### src/rtl/hs_master_iterator_pkg.sv
// Shared definitions for the sync/ack handshake stages: FSM states and the
// {ack,sync} phase encoding seen from the master side of a 4-phase link.
package hs_master_iterator_pkg;

  typedef enum logic [2:0] {
    ST_IDLE,
    ST_REQ,
    ST_REL,
    ST_DONE,
    ST_ERROR
  } state_t;

  typedef logic [1:0] hs_phase_t;

  // Phase = {ack, sync}; a full transaction walks IDLE -> REQ -> ACKED -> REL -> IDLE.
  localparam hs_phase_t PH_IDLE  = 2'b00;
  localparam hs_phase_t PH_REQ   = 2'b01;
  localparam hs_phase_t PH_ACKED = 2'b11;
  localparam hs_phase_t PH_REL   = 2'b10;

  function automatic hs_phase_t hs_phase(input logic ack, input logic sync);
    return {ack, sync};
  endfunction

endpackage

### src/rtl/hs_master_iterator_watchdog.sv
// Per-phase watchdog: counts cycles while enabled, flags expiry once the
// count reaches TIMEOUT_CYCLES-1; clear restarts the count.
module hs_watchdog #(
  parameter int TIMEOUT_CYCLES = 1024
) (
  input  logic clock,
  input  logic reset,
  input  logic clear,
  input  logic enable,
  output logic expired
);

  localparam int CNT_W = (TIMEOUT_CYCLES > 2) ? $clog2(TIMEOUT_CYCLES) : 1;
  localparam logic [CNT_W-1:0] LIMIT = CNT_W'(TIMEOUT_CYCLES - 1);

  logic [CNT_W-1:0] cnt_reg;

  assign expired = enable && (cnt_reg == LIMIT);

  // Saturates at LIMIT so a stalled owner never sees the count wrap.
  always_ff @(posedge clock) begin
    if (reset || clear) begin
      cnt_reg <= '0;
    end else if (enable && !expired) begin
      cnt_reg <= cnt_reg + CNT_W'(1);
    end
  end

endmodule

### src/rtl/hs_master_iterator.sv
// Handshake master that iterates one sync/ack slave N times, feeding each
// slave result back as the next operand, with a watchdog on every ack phase.
module hs_master_iterator
  import hs_master_iterator_pkg::*;
#(
  parameter int DATA_WIDTH     = 32,
  parameter int COUNT_WIDTH    = 16,
  parameter int TIMEOUT_CYCLES = 1024
) (
  input  logic                   clock,
  input  logic                   reset,
  input  logic                   start,
  input  logic [COUNT_WIDTH-1:0] n_iter,
  input  logic [DATA_WIDTH-1:0]  seed,
  output logic                   busy,
  output logic                   done,
  output logic                   error,
  output logic [DATA_WIDTH-1:0]  result,
  output logic [COUNT_WIDTH-1:0] iter_cnt,
  output logic                   sync,
  output logic [DATA_WIDTH-1:0]  slv_data_in,
  input  logic                   ack,
  input  logic [DATA_WIDTH-1:0]  slv_data_out
);

  state_t                 state_reg;
  logic                   sync_reg;
  logic                   busy_reg;
  logic                   done_reg;
  logic                   error_reg;
  logic [DATA_WIDTH-1:0]  result_reg;
  logic [DATA_WIDTH-1:0]  slv_data_in_reg;
  logic [COUNT_WIDTH-1:0] iter_cnt_reg;
  logic [COUNT_WIDTH-1:0] n_iter_reg;

  hs_phase_t              phase;
  logic                   waiting;
  logic                   wd_expired;
  logic [COUNT_WIDTH-1:0] iter_cnt_inc;

  // Waiting means the state's awaited ack level has not shown up yet.
  always_comb begin
    phase   = hs_phase(ack, sync_reg);
    waiting = ((state_reg == ST_REQ) && (phase == PH_REQ)) ||
              ((state_reg == ST_REL) && (phase == PH_REL));
  end

  assign iter_cnt_inc = iter_cnt_reg + COUNT_WIDTH'(1);

  // Any cycle not spent waiting re-arms the watchdog for the next phase.
  hs_watchdog #(
    .TIMEOUT_CYCLES(TIMEOUT_CYCLES)
  ) u_watchdog (
    .clock  (clock),
    .reset  (reset),
    .clear  (!waiting),
    .enable (waiting),
    .expired(wd_expired)
  );

  always_ff @(posedge clock) begin
    if (reset) begin
      state_reg       <= ST_IDLE;
      sync_reg        <= 1'b0;
      busy_reg        <= 1'b0;
      done_reg        <= 1'b0;
      error_reg       <= 1'b0;
      result_reg      <= '0;
      slv_data_in_reg <= '0;
      iter_cnt_reg    <= '0;
      n_iter_reg      <= '0;
    end else begin
      done_reg <= 1'b0;
      case (state_reg)
        ST_IDLE, ST_ERROR: begin
          // A start is only taken once the slave has released ack.
          if (start && (phase == PH_IDLE)) begin
            n_iter_reg      <= n_iter;
            slv_data_in_reg <= seed;
            iter_cnt_reg    <= '0;
            error_reg       <= 1'b0;
            busy_reg        <= 1'b1;
            if (n_iter != '0) begin
              sync_reg  <= 1'b1;
              state_reg <= ST_REQ;
            end else begin
              result_reg <= seed;
              done_reg   <= 1'b1;
              state_reg  <= ST_DONE;
            end
          end
        end
        ST_REQ: begin
          if (phase == PH_ACKED) begin
            slv_data_in_reg <= slv_data_out;
            sync_reg        <= 1'b0;
            state_reg       <= ST_REL;
          end else if (wd_expired) begin
            sync_reg  <= 1'b0;
            busy_reg  <= 1'b0;
            error_reg <= 1'b1;
            state_reg <= ST_ERROR;
          end
        end
        ST_REL: begin
          if (phase == PH_IDLE) begin
            iter_cnt_reg <= iter_cnt_inc;
            if (iter_cnt_inc == n_iter_reg) begin
              result_reg <= slv_data_in_reg;
              done_reg   <= 1'b1;
              state_reg  <= ST_DONE;
            end else begin
              sync_reg  <= 1'b1;
              state_reg <= ST_REQ;
            end
          end else if (wd_expired) begin
            busy_reg  <= 1'b0;
            error_reg <= 1'b1;
            state_reg <= ST_ERROR;
          end
        end
        ST_DONE: begin
          busy_reg  <= 1'b0;
          state_reg <= ST_IDLE;
        end
        default: begin
          state_reg <= ST_IDLE;
        end
      endcase
    end
  end

  assign busy        = busy_reg;
  assign done        = done_reg;
  assign error       = error_reg;
  assign result      = result_reg;
  assign iter_cnt    = iter_cnt_reg;
  assign sync        = sync_reg;
  assign slv_data_in = slv_data_in_reg;

endmodule
### config.mk
export PLATFORM = sky130hd
export DESIGN_NAME = hs_master_iterator
export DESIGN_NICKNAME = d
export VERILOG_FILES = /design/src/rtl/hs_master_iterator_pkg.sv /design/src/rtl/hs_master_iterator_watchdog.sv /design/src/rtl/hs_master_iterator.sv
export SDC_FILE = /design/constraint.sdc
export NUM_CORES = 1
export LEC_CHECK = 0
export ABC_AREA = 1
export CELL_PAD_IN_SITES_DETAIL_PLACEMENT = 0
export CELL_PAD_IN_SITES_GLOBAL_PLACEMENT = 1
export CORE_MARGIN = 3
export CORE_UTILIZATION = 35
export DETAILED_ROUTE_END_ITERATION = 8
export PLACE_DENSITY = 0.91
export SLEW_MARGIN = 10
export SYNTH_ARGS = -nofsm -noshare
export SYNTH_HDL_FRONTEND = slang
export SYNTH_SLANG_ARGS = --single-unit
export TNS_END_PERCENT = 50
### constraint.sdc
create_clock -name clock -period 4.2 [get_ports clock]
set_input_delay 1.05 -clock clock [delete_from_list [all_inputs] [get_ports clock]]
set_output_delay 1.05 -clock clock [all_outputs]
set_load 0.01 [all_outputs]
* Word-level counts from Yosys, hierarchy flattened
Cells that the tools add are included.
** Word-level totals
- Bits of input ports :: 84
- Logic and storage cells :: 95
- Register bits after elaboration :: 113
- Output and inout port bits :: 84
** Operators by class
- Add/sub/neg operators :: 2
- Equal/unequal tests :: 19
- Reduce and logical (&&, ||, !) cells :: 24
- Muxes and demuxes :: 40
** Operators by type and width (count)
- $mux W32 :: 6
- $pmux W32 S2 :: 2
- $mux W16 :: 2
- $pmux W16 S2 :: 1
- $mux W1 :: 18
- $add A16 B1 Y16 const B :: 1
- $eq A16 B16 Y1 :: 1
- $reduce_bool A16 Y1 :: 1
- $mux W3 :: 4
- $ne A2 B2 Y1 const B :: 6
- $add A10 B1 Y10 const B :: 1
- $eq A10 B10 Y1 const B :: 1
- $pmux W3 S3 :: 1
- $reduce_and A4 Y1 :: 2
- $eq A3 B2 Y1 const B :: 2
- $ne A2 B1 Y1 const B :: 3
- $pmux W1 S3 :: 2
- $reduce_and A3 Y1 :: 2
- $reduce_and A6 Y1 :: 1
- $logic_and A1 B1 Y1 :: 5
- $reduce_and A5 Y1 :: 1
- $eq A2 B2 Y1 const B :: 2
- $mux W2 :: 2
- $pmux W1 S4 :: 1
- 14 further kinds :: 17

* Depth between registers and ports, before layout
- Depth in word-level cells :: 7
- Depth in mapped cells :: 18
- Gate-level depth less buffers :: 17

* By module
Synthesis repeated with hierarchy kept, for this count alone.
** Unflattened totals
- Cell total of the unflattened synthesis :: 969
- Area, all modules :: 6203.4 µm²
** Modules (own cells, without submodules)
- hs_master_iterator :: area each 5589.1 µm², cells an instance 879, seq. area each 2062.0 µm², times used 1
- hs_watchdog :: area each 614.3 µm², cells an instance 90, seq. area each 200.2 µm², times used 1

* Worst setup path after synthesis
Ideal clock, no wire load.
- Path type :: input-to-reg
- Start point :: input ack
- End point :: register result_reg[11], in the netlist result[11]
- Required time :: 4087 ps
- Path slack :: 1924 ps
- Path buffers :: 1
- Arrival :: 2164 ps
- Setup time :: 113 ps
- Cell stages on the path :: 11
- Cells stage by stage :: nor2_1 -> inv_1 -> nor2_4 -> nor2_1 -> nor2_1 -> inv_1 -> a21oi_1 -> nand2_2 -> buf_6 -> nor2_1 -> nor2_1
** On the way
- Longest elaborated chain between the ends :: 4
- Elaborated cells between the ends (all ways) :: 5
- Those cells by class :: 2 x eq/ne; 3 x reduce/logical
** RTL lines
- from (decl) :: RTL line hs_master_iterator.sv:22 : input logic ack,
- $logic_not A2 Y1 * :: RTL line hs_master_iterator.sv:77, hs_master_iterator.sv:106
- $logic_and A1 B1 Y1 :: RTL line hs_master_iterator.sv:77 : if (start && (phase == PH_IDLE)) begin
- $ne A2 B2 Y1 (no line)
- $reduce_and A5 Y1 (no line) *
- to (signal assigned) :: RTL line hs_master_iterator.sv:109 : result_reg <= slv_data_in_reg;
- to (decl) :: RTL line hs_master_iterator.sv:31 : logic [DATA_WIDTH-1:0] result_reg;
Every way passes the cells marked *; elsewhere a longest branch is shown, timed or not.
A chain may end at the register's enable or synchronous reset.

* Worst setup path after layout
- Start point :: input ack
- End point :: register result_reg[0], in the netlist result[0]
The elaborated chain is that of the path after synthesis.

==> flow_metrics.env <==
export IMPL_status="completed"
export IMPL_clkTransAtPathRegs_ns=0.06
export IMPL_firstDrtPassIters=5
export IMPL_switching_power_uw=882
export IMPL_syn_num_nets=1046
export IMPL_max_freq_mhz=336
export IMPL_crit_required_ns=4.51
export IMPL_synth_adder_area_share_pct=0.407
export IMPL_synth_xor_area_share_pct=0.427
export IMPL_design_area_um2=8500
export IMPL_die_area_um2=19200
export IMPL_grt_use_total_pct=20.1
export IMPL_vias=6540
export IMPL_clock_sinks=113
export IMPL_crit_path_max_fanout=33
export IMPL_critPathMaxStageDelay_ns=0.44
export IMPL_power_leakage_uw=0.00368
export IMPL_path_cells="clkdlybuf4s50_1 > nor2_1 > inv_1 > nor2_4 > buf_4 > nor2_1 > nor2_1 > inv_1 > a21oi_1 > nand2_2 > nor2_1 > nor2_1"
export IMPL_crit_buf_inv=4
export IMPL_slew_headroom_pct=36.5
export IMPL_fin_crit_ns=2.98
export IMPL_holdCritPathClass="flip-flop to flip-flop"
export IMPL_cts_tree="done"
export IMPL_ir_worst_vdd_v=0.000300
export IMPL_ys_top_cells_by_count="nand2_1 (326), dfxtp_1 (113), nor2_1 (105)"
export IMPL_grt_pass1_vias=6399
export IMPL_drive_above_1_share_pct=7.58
export IMPL_synth_top_family_by_area="simple AND/OR/NAND/NOR gates"
export IMPL_antenna_found_initial=0
export IMPL_tightest_slew_ns=0.951
export IMPL_avgViaCountPerCell=4.87
export IMPL_cts_htree_levels=4
export IMPL_grt_max_degree=48
export IMPL_muxShareOfSynthArea_pct=0
export IMPL_dieWidth_um=139
export IMPL_place_worst_setup_slack_ns=0.789
export IMPL_cp_slowest_cell="clkdlybuf4s50_1"
export IMPL_netlist_top_cells_area="dfxtp_1 (37%), nand2_1 (20%), nor2_1 (6.4%)"
export IMPL_drc=0
export IMPL_core_um2=16900
export IMPL_p_sw_share_pct=27.7
export IMPL_drt_iter0_drc=424
export IMPL_synthCells=960
export IMPL_p_int_uw=2300
export IMPL_cp_arrival_ns=3.28
export IMPL_post_cts_setup_buffers=0
export IMPL_syn_to_final_growth_pct=38.2
export IMPL_antennaDiodeCount=0
export IMPL_worstSetupPathType="primary input to flip-flop"
export IMPL_share_comb_of_total_power_pct=17.1
export IMPL_post_cts_resized=0
export IMPL_wl_per_cell_um=14.3
export IMPL_place_area_um2=7920
export IMPL_r2r_setup_slack_ns=1.42
export IMPL_numCtsBuffers=17
export IMPL_rows=47
export IMPL_finalCritPeriodShare_pct=70.9
export IMPL_synth_edf_count=0
export IMPL_synth_seq_area_share_pct=36.8
export IMPL_synth_simple_area_share_pct=39.4
export IMPL_netlist_area_um2=6150
export IMPL_wirelength_um=19200
export IMPL_cp_top_family="simple AND/OR/NAND/NOR gates"
export IMPL_synth_cell_type_count=36
export IMPL_rsz0062_at_grt="false"
export IMPL_synth_compound_area_share_pct=12.5
export IMPL_synth_top_area_share_pct=36.8
export IMPL_fin_skew_ns=0.00750
export IMPL_seq_power_share_pct=37.7
export IMPL_setup_ws_ns=1.22
export IMPL_drv_cap=0
export IMPL_stdcell_count=1342
export IMPL_path_common_cell="nor2_1"
export IMPL_pwr_share_clk_pct=45.2
export IMPL_synth_async_reset_ratio_pct=0
export IMPL_pwr_density_cell_nw_per_um2=375
export IMPL_cts_buffer_depth=2
export IMPL_ant_nets=0
export IMPL_crit_path_end_kind="flip-flop"
export IMPL_hpwl_um=13100
export IMPL_nNetsFinal=1195
export IMPL_root_buffer="clkbuf_16"
export IMPL_grt_pass1_wl_um=31800
export IMPL_fin_setup_tns_ns=0
export IMPL_startpoint_type="primary input"
export IMPL_drv_slew=0
export IMPL_gp_congestion=0.860
export IMPL_yosysWarnings=0
export IMPL_avgSynthCellArea_um2=6.41
export IMPL_numPlacedInstances=1310
export IMPL_yosysTopAreaCell="dfxtp_1"
export IMPL_synth_flop_cell="dfxtp_1"
export IMPL_clk_latency_ns=0.42
export IMPL_pin_count=168
export IMPL_globalRoute_totalOverflow=0
export IMPL_final_setup_viol_count=0
export IMPL_portBuffers=167
export IMPL_holdBufCountCts=0
export IMPL_ys_ff_latch=113
export IMPL_fp_dieH_um=139
export IMPL_yosysMostFrequentCell="nand2_1"
export IMPL_final_hold_viol_count=0
export IMPL_initial_utilization_pct=36.5
export IMPL_fin_util_pct=50.4
metal layers:
layer	vias to the layer above	track usage, %	share of wire (%)	wire length, µm
met1	2949	23.8	43	8270
li1	3379	-	-	-
met3	36	6.69	7.2	1390
met2	176	33.9	47	9090
met5	-	0	0	0
met4	0	7.80	2.5	482
stage by stage:
| stage | power (µW) | hold slack [ns] |
|---|---|---|
| global route | 3330 | 0.494 |
| finish | 3190 | 0.472 |
| floorplan | 1490 | 0.438 |
| detailed placement | 1770 | 0.463 |
| CTS | 3210 | 0.472 |
| global placement | 1760 | 0.455 |
worst register-to-register path, stage by stage (launching register included):
cell	delay, ns
dfxtp_1	0.41
ha_1	0.23
nand3_1	0.18
nor2_1	0.33
nand4_1	0.17
nand3_1	0.12
nand2_1	0.07
nor2_1	0.09
nand2_1	0.08
nor2_1	0.12
nand2_1	0.06
nand2_1	0.07
nand2_2	0.39
nor2_1	0.28
nor2_1	0.07
placed cells by master (no fill, tap or decap), types with 2 or more instances in the layout:
cell type / count
nand2_1: 326
clkdlybuf4s50_1: 167
dfxtp_1: 113
nor2_1: 105
inv_1: 96
nand3_1: 63
o21ai_0: 55
a21oi_1: 44
a31oi_1: 34
clkbuf_16: 17
nand4_1: 13
nand3_2: 13
buf_4: 8
nor2_4: 7
inv_2: 6
nand2_2: 6
nor4_1: 4
nor2_2: 4
a211oi_1: 4
clkinv_2: 4
clkinvlp_4: 4
nor3_1: 3
xor2_1: 2
nand3_4: 2
nor3_2: 2
ha_1: 2
bufinv_16: 2
clkinv_4: 2
clkbuf_8: 2
power by group through the flow:
stage	Clock (µW)	Combinational [µW]	Sequential (µW)
floorplan	0	256	1240
global placement	0	542	1220
detailed placement	0	544	1220
CTS	1460	548	1200
global route	1510	608	1210
finish	1440	544	1200
cells by family after synthesis:
logic type,Yosys count
xor+xnor,3
fa+ha+maj,2
flops,113
compound gates,141
simple gates,553
buf+inv,148
layout make-up:
| cell class | count | area, µm² |
|---|---|---|
| fillers | 1689 | 8370 |
| multi-input cells | 699 | 3240 |
| flip-flops and latches | 113 | 2260 |
| repair buffers | 176 | 1750 |
| clock buffers | 19 | 453 |
| inverters | 102 | 383 |
| well taps | 220 | 275 |
| clock inverters | 13 | 136 |
worst paths after layout:
kind / from / end / cells after the start
worst max register to register: iter_cnt[1] / result[0] / 14
worst min-delay path: n_iter_reg[8] / n_iter_reg[8] / 2
worst max-delay path: ack / result[0] / 12
worst min register to register: n_iter_reg[8] / n_iter_reg[8] / 2
(Power assumes the default switching activity.)
